$ cat src/rtl/bin2bcd_pkg.sv
`default_nettype none
// ============================================================================
// Module      : bin2bcd_pkg
// Description : Shared types and constants for the sequential binary-to-BCD
//               converter (FSM state encoding, digit width, add-3 rule).
// Revision    : 1.0 - initial release
// ============================================================================
package bin2bcd_pkg;

    // Width of one packed BCD digit
    localparam int DIGIT_W     = 4;
    // A digit at or above this value is corrected before the next shift
    localparam int ADD3_THRESH = 5;
    // Correction added so that doubling carries cleanly into the next digit
    localparam int ADD3_VAL    = 3;

    // Converter control states
    typedef enum logic [0:0] {
        ST_IDLE  = 1'b0,
        ST_SHIFT = 1'b1
    } state_t;

endpackage : bin2bcd_pkg
`default_nettype wire

$ cat src/rtl/seq_bin2bcd_digit_adj.sv
`default_nettype none
// ============================================================================
// Module      : bcd_digit_adj
// Description : Double-dabble digit correction. A digit of 5 or more gets +3
//               so that the following left shift produces a decimal carry.
//               Inputs are always legal BCD (0..9), so the sum never wraps.
// Revision    : 1.0 - initial release
// ============================================================================
module bcd_digit_adj
    import bin2bcd_pkg::*;
(
    input  logic [DIGIT_W-1:0] digit_in,
    output logic [DIGIT_W-1:0] digit_out
);

    localparam logic [DIGIT_W-1:0] c_thresh = DIGIT_W'(ADD3_THRESH);
    localparam logic [DIGIT_W-1:0] c_add    = DIGIT_W'(ADD3_VAL);

    assign digit_out = (digit_in >= c_thresh) ? (digit_in + c_add) : digit_in;

endmodule : bcd_digit_adj
`default_nettype wire

$ cat src/rtl/seq_bin2bcd.sv
`default_nettype none
// ============================================================================
// Module      : seq_bin2bcd
// Description : Sequential (one bit per clock) binary-to-packed-BCD converter
//               using the shift-and-add-3 algorithm. A conversion takes BIN_W
//               clocks from the accepting edge; results are registered and held
//               until the next completion. Values that do not fit in DIGITS
//               decimal digits are reported modulo 10**DIGITS with overflow set.
//               Optional leading-zero mask output enabled by the macro
//               BIN2BCD_BLANK_EN.
// Revision    : 1.0 - initial release
// ============================================================================
module seq_bin2bcd
    import bin2bcd_pkg::*;
#(
    parameter int BIN_W  = 12,
    parameter int DIGITS = 4
) (
    input  logic                      clk,
    input  logic                      rst,
    input  logic                      start,
    input  logic [BIN_W-1:0]          bin_in,
    output logic                      busy,
    output logic                      done,
    output logic [DIGITS*DIGIT_W-1:0] bcd_out,
    output logic                      overflow
`ifdef BIN2BCD_BLANK_EN
    ,
    output logic [DIGITS-1:0]         blank
`endif
);

    localparam int                  c_bcd_w    = DIGITS * DIGIT_W;
    localparam int                  c_cnt_w    = $clog2(BIN_W + 1);
    localparam logic [c_cnt_w-1:0]  c_cnt_load = c_cnt_w'(BIN_W);
    localparam logic [c_cnt_w-1:0]  c_cnt_last = c_cnt_w'(1);

    state_t               r_state;
    state_t               w_state_nxt;
    logic [BIN_W-1:0]     r_bin;
    logic [c_bcd_w-1:0]   r_digits;
    logic [c_bcd_w-1:0]   w_adj;
    logic [c_bcd_w-1:0]   w_digits_nxt;
    logic [c_cnt_w-1:0]   r_cnt;
    logic                 r_ovf_acc;
    logic                 w_ovf_nxt;
    logic                 w_accept;
    logic                 w_last;
    logic                 r_done;
    logic [c_bcd_w-1:0]   r_bcd;
    logic                 r_ovf;

    // Per-digit add-3 correction ahead of each shift
    for (genvar gi = 0; gi < DIGITS; gi++) begin : g_digit
        bcd_digit_adj u_adj (
            .digit_in  (r_digits[gi*DIGIT_W +: DIGIT_W]),
            .digit_out (w_adj[gi*DIGIT_W +: DIGIT_W])
        );
    end

    // Corrected digit chain shifted left with the next binary MSB entering at
    // bit 0; the bit leaving the top digit is a lost decimal carry, so any such
    // bit means the value does not fit in DIGITS digits.
    assign w_digits_nxt = {w_adj[c_bcd_w-2:0], r_bin[BIN_W-1]};
    assign w_ovf_nxt    = r_ovf_acc | w_adj[c_bcd_w-1];

    assign w_accept = (r_state == ST_IDLE) && start;
    assign w_last   = (r_state == ST_SHIFT) && (r_cnt == c_cnt_last);

    // State register
    always_ff @(posedge clk or posedge rst) begin
        if (rst) begin
            r_state <= ST_IDLE;
        end else begin
            r_state <= w_state_nxt;
        end
    end

    // Next-state decode: start is only honoured in IDLE
    always_comb begin
        w_state_nxt = r_state;
        case (r_state)
            ST_IDLE: begin
                if (start) begin
                    w_state_nxt = ST_SHIFT;
                end
            end
            ST_SHIFT: begin
                if (r_cnt == c_cnt_last) begin
                    w_state_nxt = ST_IDLE;
                end
            end
            default: begin
                w_state_nxt = ST_IDLE;
            end
        endcase
    end

    // Working datapath: load on accept, then one shift per clock in SHIFT
    always_ff @(posedge clk or posedge rst) begin
        if (rst) begin
            r_bin     <= '0;
            r_digits  <= '0;
            r_ovf_acc <= 1'b0;
            r_cnt     <= '0;
        end else if (w_accept) begin
            r_bin     <= bin_in;
            r_digits  <= '0;
            r_ovf_acc <= 1'b0;
            r_cnt     <= c_cnt_load;
        end else if (r_state == ST_SHIFT) begin
            r_bin     <= {r_bin[BIN_W-2:0], 1'b0};
            r_digits  <= w_digits_nxt;
            r_ovf_acc <= w_ovf_nxt;
            r_cnt     <= r_cnt - c_cnt_w'(1);
        end
    end

    // Result registers and one-cycle done pulse, captured from the final shift
    always_ff @(posedge clk or posedge rst) begin
        if (rst) begin
            r_done <= 1'b0;
            r_bcd  <= '0;
            r_ovf  <= 1'b0;
        end else begin
            r_done <= w_last;
            if (w_last) begin
                r_bcd <= w_digits_nxt;
                r_ovf <= w_ovf_nxt;
            end
        end
    end

    assign busy     = (r_state == ST_SHIFT);
    assign done     = r_done;
    assign bcd_out  = r_bcd;
    assign overflow = r_ovf;

`ifdef BIN2BCD_BLANK_EN
    // Reset mask: every digit above digit 0 blanked (displays a single "0")
    localparam logic [DIGITS-1:0] c_blank_rst = ~(DIGITS'(1));

    logic [DIGITS-1:0] w_blank;
    logic              w_zero_above;
    logic [DIGITS-1:0] r_blank;

    // Leading-zero mask of the final digits, scanning down from the top digit
    always_comb begin
        w_blank      = '0;
        w_zero_above = 1'b1;
        for (int i = DIGITS - 1; i > 0; i--) begin
            w_zero_above = w_zero_above &
                           (w_digits_nxt[i*DIGIT_W +: DIGIT_W] == DIGIT_W'(0));
            w_blank[i]   = w_zero_above;
        end
    end

    // Mask register, updated together with bcd_out
    always_ff @(posedge clk or posedge rst) begin
        if (rst) begin
            r_blank <= c_blank_rst;
        end else if (w_last) begin
            r_blank <= w_blank;
        end
    end

    assign blank = r_blank;
`else
    // No leading-zero mask in this build
`endif

endmodule : seq_bin2bcd
`default_nettype wire

$ cat config.mk
export PLATFORM = sky130hd
export DESIGN_NAME = seq_bin2bcd
export DESIGN_NICKNAME = d
export VERILOG_FILES = /design/src/rtl/bin2bcd_pkg.sv /design/src/rtl/seq_bin2bcd_digit_adj.sv /design/src/rtl/seq_bin2bcd.sv
export SDC_FILE = /design/constraint.sdc
export NUM_CORES = 1
export LEC_CHECK = 0
export CELL_PAD_IN_SITES_DETAIL_PLACEMENT = 0
export CELL_PAD_IN_SITES_GLOBAL_PLACEMENT = 1
export CORE_MARGIN = 2
export CORE_UTILIZATION = 28
export DETAILED_ROUTE_END_ITERATION = 10
export GPL_TIMING_DRIVEN = 0
export PLACE_DENSITY = 0.61
export SLEW_MARGIN = 20
export SYNTH_ARGS = -nofsm -noshare
export SYNTH_HDL_FRONTEND = slang
export SYNTH_HIERARCHICAL = 1
export SYNTH_SLANG_ARGS = --single-unit
$ cat constraint.sdc
create_clock -name clk -period 1.8 [get_ports clk]
set_input_delay 0.18 -clock clk [delete_from_list [all_inputs] [get_ports clk]]
set_output_delay 0.18 -clock clk [all_outputs]
set_load 0.03 [all_outputs]
==> results of run 1 <==
==> cell usage after synthesis, drive strengths merged <==
cell    count
nand2      32
nor2        7
o31ai       2
or4         1
a31oi       1
dfrtp      52
a21oi       4
a22o       12
o21ai      24
buf         6
nor3        1
mux2       19
nand2b     14
xnor2       4
o21a        1
clkbuf      5
or2         1
nand3       1
and4bb      1
ha         10
inv        12
mux2i      16
==> final cells by class <==
| cell class | count | area (um2) | area share [%] |
|---|---|---|---|
| sequential | 52 | 1301 | 41.97 |
| multi-input combinational | 151 | 1124 | 36.24 |
| timing repair buffer | 33 | 330.3 | 10.65 |
| tap | 108 | 135.1 | 4.358 |
| clock buffer | 6 | 82.58 | 2.663 |
| buffer | 11 | 71.32 | 2.300 |
| inverter | 12 | 47.55 | 1.533 |
| clock inverter | 1 | 8.758 | 0.2825 |
==> power breakdown <==
part	switching, mW	internal, mW	total [mW]	leakage (nW)
logic	1.43	1.37	2.80	0.705
registers	0.393	1.68	2.08	0.652
clock network	0.379	0.308	0.687	0.0473
==> kinds of logic after synthesis <==
| logic type | count (synthesis) |
|---|---|
| DFF | 52 |
| xor gates and xnor gates | 4 |
| muxes | 35 |
| AOI/OAI and AO/OA | 44 |
| buffers and inverters | 23 |
| and+or+nand+nor | 58 |
| adders and majority gates | 10 |
==> per-layer routing <==
layer	up-vias	GRT usage, %	part of all wire (%)
met1	844	14.77	50
met5	-	0	0
met3	2	2.319	2.9
met4	0	3.477	0.95
li1	845	-	-
met2	22	16.32	46
==> sequential cells by signal, indices dropped and copies added (netlist names) <==
name and flops:
done 1, r_ovf_acc 1, r_cnt 4, r_bin 12, overflow 1, busy 1
r_digits 16, bcd_out 16
==> worst min-delay path by stage <==
| stage | to | slack (ns) | cells after the start |
|---|---|---|---|
| floorplan | r_bin[0] | 0.34 | 2 |
| global placement | r_bin[5] | 0.47 | 2 |
| detailed placement | r_bin[9] | 0.47 | 2 |
| CTS | r_digits[1] | 0.35 | 2 |
| global route | bcd_out[0] | 0.37 | 2 |
| finish | bcd_out[0] | 0.31 | 2 |
==> critical path, stage by stage (launching register included) <==
cell	delay, ns
dfrtp_1	0.44
ha_1	0.21
nand2b_1	0.17
nand2b_1	0.08
o21ai_1	0.06
or2_2	0.32
mux2_2	0.26
==> stage by stage <==
step | setup TNS (ns) | setup slack (ns) | instances | total power, mW
after global placement | -37.86 | -0.7311 | 367 | 4.904
after global routing | 0 | 0.04418 | 374 | 6.064
after CTS | 0 | 0.1426 | 374 | 5.667
after detailed placement | 0 | 0.1660 | 367 | 4.958
final | 0 | 0.1542 | 374 | 5.564
after floorplan | 0 | 0.2294 | 226 | 4.105
==> impl_metrics.json, run 1 <==
{
  "area_growth_pct": 22.01,
  "cp_max_fo": 5,
  "final_antenna_net_count": 0,
  "rows": 34,
  "max_slew_margin_pct": 56.88,
  "synth_compound_area_share_pct": 11.37,
  "p_per_area_nw_per_um2": 1795,
  "startpoint": "r_digits[12]",
  "required_ns": 1.98,
  "ys_seq_area_share_pct": 51.21,
  "layout-drive-gt1-share_pct": 14.29,
  "cts_root_buf": "clkbuf_8",
  "drc": 0,
  "final.period_utilization_pct": 91.43,
  "criticalPathCategory": "flip-flop to flip-flop",
  "max-cap-violations": 0,
  "fmax_ghz": 0.6076,
  "synth_top_family_by_area": "multiplexers",
  "reg2reg_from": "r_digits[12]",
  "rsz0062_at_grt": "no",
  "grt_max_degree": 53,
  "postCtsHoldBufs": 0,
  "most-common-layout-cells": "dfrtp_1, clkdlybuf4s50_1, nand2_1",
  "dp_hpwl_um": 3472,
  "synth_fp_nets": 251,
  "track_usage_pct": 10.57,
  "end_kind": "flip-flop",
  "grt-ovfl-total": 0,
  "cts_buffers": 5,
  "yosys.area_share.simple_pct": 10.64,
  "cts_setup_buffers": 0,
  "vdd_ir_drop_max_v": 0.0003912,
  "worst_setup_path_start_kind": "flip-flop",
  "io_buffers": 33,
  "tritoncts": "built",
  "finalClockSkew_ns": 0.01436,
  "synthXorXnorAreaFrac_pct": 1.379,
  "ff2ff_path_depth": 6,
  "die_area_um2": 9854,
  "fin_nets": 291,
  "syn_inst": 226,
  "utilization_pct": 35.38,
  "vias": 1713,
  "ys_ff_latch": 52,
  "crit_path_end": "overflow",
  "timing.final.crit_period_ns": 1.646,
  "cp_data_arrival_time_ns": 1.83,
  "cts_sinks": 52,
  "worstMarginPinSlew_ns": 0.6468,
  "synth.avg_cell_area_um2": 11.24,
  "yosysTopAreaCellShare_pct": 51.21,
  "final_common_cell": "dfrtp_1",
  "timing.rr.end": "overflow",
  "start_util_pct": 29.00,
  "htree_num_levels": 2,
  "p_leak_nw": 1.404,
  "whs_ns": 0.3143,
  "drv_slew": 0,
  "path_clk_slew_ns": 0.10,
  "grt_pass1_vias": 1670,
  "insertion_delay_ns": 0.30,
  "diodes": 0,
  "dr.pass1.iters": 4,
  "muxShareOfSynthArea_pct": 15.90,
  "yosys.area_share.adder_pct": 4.924,
  "finalHoldViolCount": 0,
  "wl_um": 4958,
  "pin_count": 34,
  "ys_warn_count": 6,
  "drtIter0Drc": 71,
  "synth.distinct_cells": 26,
  "die_w_um": 99.27,
  "dpl_cell_area_um2": 3009,
  "rrSetupSlack_ns": 0.15,
  "coreArea_um2": 8763,
  "place.gp.congestion": 0.6999,
  "fillers": 889,
  "min_path_type": "input port to asynchronous set/reset pin",
  "synth.area.top_cells": "dfrtp_1, mux2i_1, ha_1",
  "cts_resized": 0,
  "wl_per_cell_um": 13.26,
  "grt_pass1_wl_um": 8266,
  "vias_per_cell": 4.580,
  "syn_area_um2": 2541,
  "die-height_um": 99.27,
  "antenna_found_initial": 0,
  "final_cell_area_um2": 3100,
  "yosys.area.top_type": "dfrtp_1",
  "cts_max_path_buffers": 2,
  "setup_violations": 0,
  "outcome": "complete, no violations"
}
(Power assumes the default switching activity.)
==> run 2, diff against run 1 <==
--- a/config.mk
+++ b/config.mk
@@ -8,10 +8,11 @@
 export CELL_PAD_IN_SITES_DETAIL_PLACEMENT = 0
 export CELL_PAD_IN_SITES_GLOBAL_PLACEMENT = 1
 export CORE_MARGIN = 2
-export CORE_UTILIZATION = 28
+export CORE_UTILIZATION = 43
 export DETAILED_ROUTE_END_ITERATION = 10
 export GPL_TIMING_DRIVEN = 0
-export PLACE_DENSITY = 0.61
+export HOLD_SLACK_MARGIN = 0.08
+export PLACE_DENSITY = 0.85
 export SLEW_MARGIN = 20
 export SYNTH_ARGS = -nofsm -noshare
 export SYNTH_HDL_FRONTEND = slang
==> run 2 against run 1 <==
Combinational power hardly changed. Clock skew shrank 0.0076 ns. Global-route usage increased by 5.6 points. Register-to-register slack barely moved. Sequential cell count unchanged. Wire length fell by 5.9%. Sequential share of layout area increased by 0.60 points. Largest power group unchanged.
==> impl_metrics.json, run 2 (same netlist as run 1, synthesis figures left out) <==
{
  "outcome": "complete, no violations",
  "cp_data_arrival_time_ns": 1.85,
  "crit_path_end": "overflow",
  "cts_sinks": 52,
  "cts_buffers": 5,
  "grt-ovfl-total": 0,
  "rsz0062_at_grt": "no",
  "criticalPathCategory": "flip-flop to flip-flop",
  "end_kind": "flip-flop",
  "grt_max_degree": 53,
  "whs_ns": 0.3100,
  "die_w_um": 80.88,
  "cts_setup_buffers": 0,
  "timing.final.crit_period_ns": 1.653,
  "cts_max_path_buffers": 2,
  "timing.critical_path.mode_cell": "nand2b_1",
  "pre_cts_slack_ns": 0.1696,
  "worstMarginPinSlew_ns": 0.6372,
  "fin_nets": 291,
  "pin_count": 34,
  "coreArea_um2": 5608,
  "finalHoldViolCount": 0,
  "rows": 27,
  "ff2ff_path_depth": 6,
  "tns_ns": 0,
  "cts_root_buf": "clkbuf_8",
  "postCtsHoldBufs": 0,
  "cp_max_fo": 5,
  "dp_hpwl_um": 3303,
  "drv_slew": 0,
  "worst_setup_path_start_kind": "flip-flop",
  "met2_length_um": 2156,
  "tritoncts": "built",
  "area_growth_pct": 20.29,
  "fillers": 534,
  "layout-drive-gt1-share_pct": 14.61,
  "track_usage_pct": 16.18,
  "multiInputGateArea_um2": 1124,
  "register_area_um2": 1301,
  "met3_length_um": 135,
  "worst_slack_ns": 0.1466,
  "crit_family": "simple AND/OR/NAND/NOR gates",
  "final.period_utilization_pct": 91.86,
  "die-height_um": 80.88,
  "fmax_ghz": 0.6048,
  "max-cap-violations": 0,
  "place.gp.congestion": 0.7614,
  "cp_num_cells": 6,
  "wl_met1_um": 2283,
  "vdd_ir_drop_max_v": 0.0006491,
  "vias": 1718,
  "timing.rr.end": "overflow",
  "htree_num_levels": 2,
  "top_layer": "met4",
  "io_buffers": 33,
  "wl_per_cell_um": 13.76,
  "cts_resized": 0,
  "drc": 0,
  "required_ns": 1.99,
  "slowest_stage": "dfrtp_1",
  "most-common-layout-cells": "dfrtp_1, clkdlybuf4s50_1, nand2_1",
  "wl_um": 4665,
  "p_per_area_nw_per_um2": 1824,
  "dr.pass1.iters": 4,
  "grt_pass1_wl_um": 8004,
  "antenna_found_initial": 0,
  "crit_buf_inv": 0,
  "worstPathCellList": "ha_1, nand2b_1, nand2b_1, o21ai_1, or2_2, mux2_2",
  "start_util_pct": 45.31,
  "final_common_cell": "dfrtp_1",
  "die_area_um2": 6541,
  "vias_per_cell": 5.068,
  "reg2reg_from": "r_digits[12]",
  "max_stage_delay_ns": 0.44,
  "diodes": 0,
  "startpoint": "r_digits[12]",
  "min_path_type": "input port to asynchronous set/reset pin",
  "final_antenna_net_count": 0,
  "max_slew_margin_pct": 57.52,
  "p_leak_nw": 1.407,
  "setup_violations": 0,
  "drtIter0Drc": 121,
  "path_clk_slew_ns": 0.09,
  "grt_pass1_vias": 1701,
  "rrSetupSlack_ns": 0.15,
  "finalClockSkew_ns": 0.006793,
  "insertion_delay_ns": 0.31
}
## run 2: worst register-to-register path: stages, from the launching register on
cell      delay (ns)
dfrtp_1         0.44
ha_1            0.21
nand2b_1        0.17
nand2b_1        0.09
o21ai_1         0.06
or2_2           0.31
mux2_2          0.26
## run 2: cell type report
cell class	instances	share of cell area [%]
sequential	52	42.57
inverter	12	1.555
multi-input combinational	151	36.76
tap	72	2.947
clock inverter	2	0.3275
buffer	11	2.333
clock buffer	6	2.702
timing repair buffer	33	10.81
## run 2: worst min-delay path by stage
stage,slack (ns),to
6_report,0.31,bcd_out[0]
2_1_floorplan,0.34,r_bin[0]
5_1_grt,0.37,r_bin[11]
3_3_place_gp,0.46,r_bin[1]
3_5_place_dp,0.47,r_bin[9]
4_1_cts,0.34,r_bin[11]
## run 2: per-layer routing
layer	up-vias	global-route usage, %
met5	-	0
met4	0	7.119
met3	6	3.000
met2	25	25.21
met1	838	22.09
li1	849	-
## run 2: report_power, final
group,switching (mW),internal (mW),total (mW)
Sequential,0.396,1.68,2.08
Combinational,1.44,1.37,2.81
Clock,0.380,0.308,0.687
Total,2.22,3.36,5.58
## run 2: through the flow
| stage | utilization [%] | instance area (um2) | power, mW | cells |
|---|---|---|---|---|
| after floorplan | - | 2541 | 4.105 | 226 |
| after detailed placement | 52.86 | 2964 | 4.954 | 331 |
| after global placement | 52.81 | 2962 | 4.846 | 331 |
| after global routing | 54.51 | 3057 | 6.041 | 339 |
| after CTS | 54.51 | 3057 | 5.658 | 339 |
| final | 54.51 | 3057 | 5.577 | 339 |
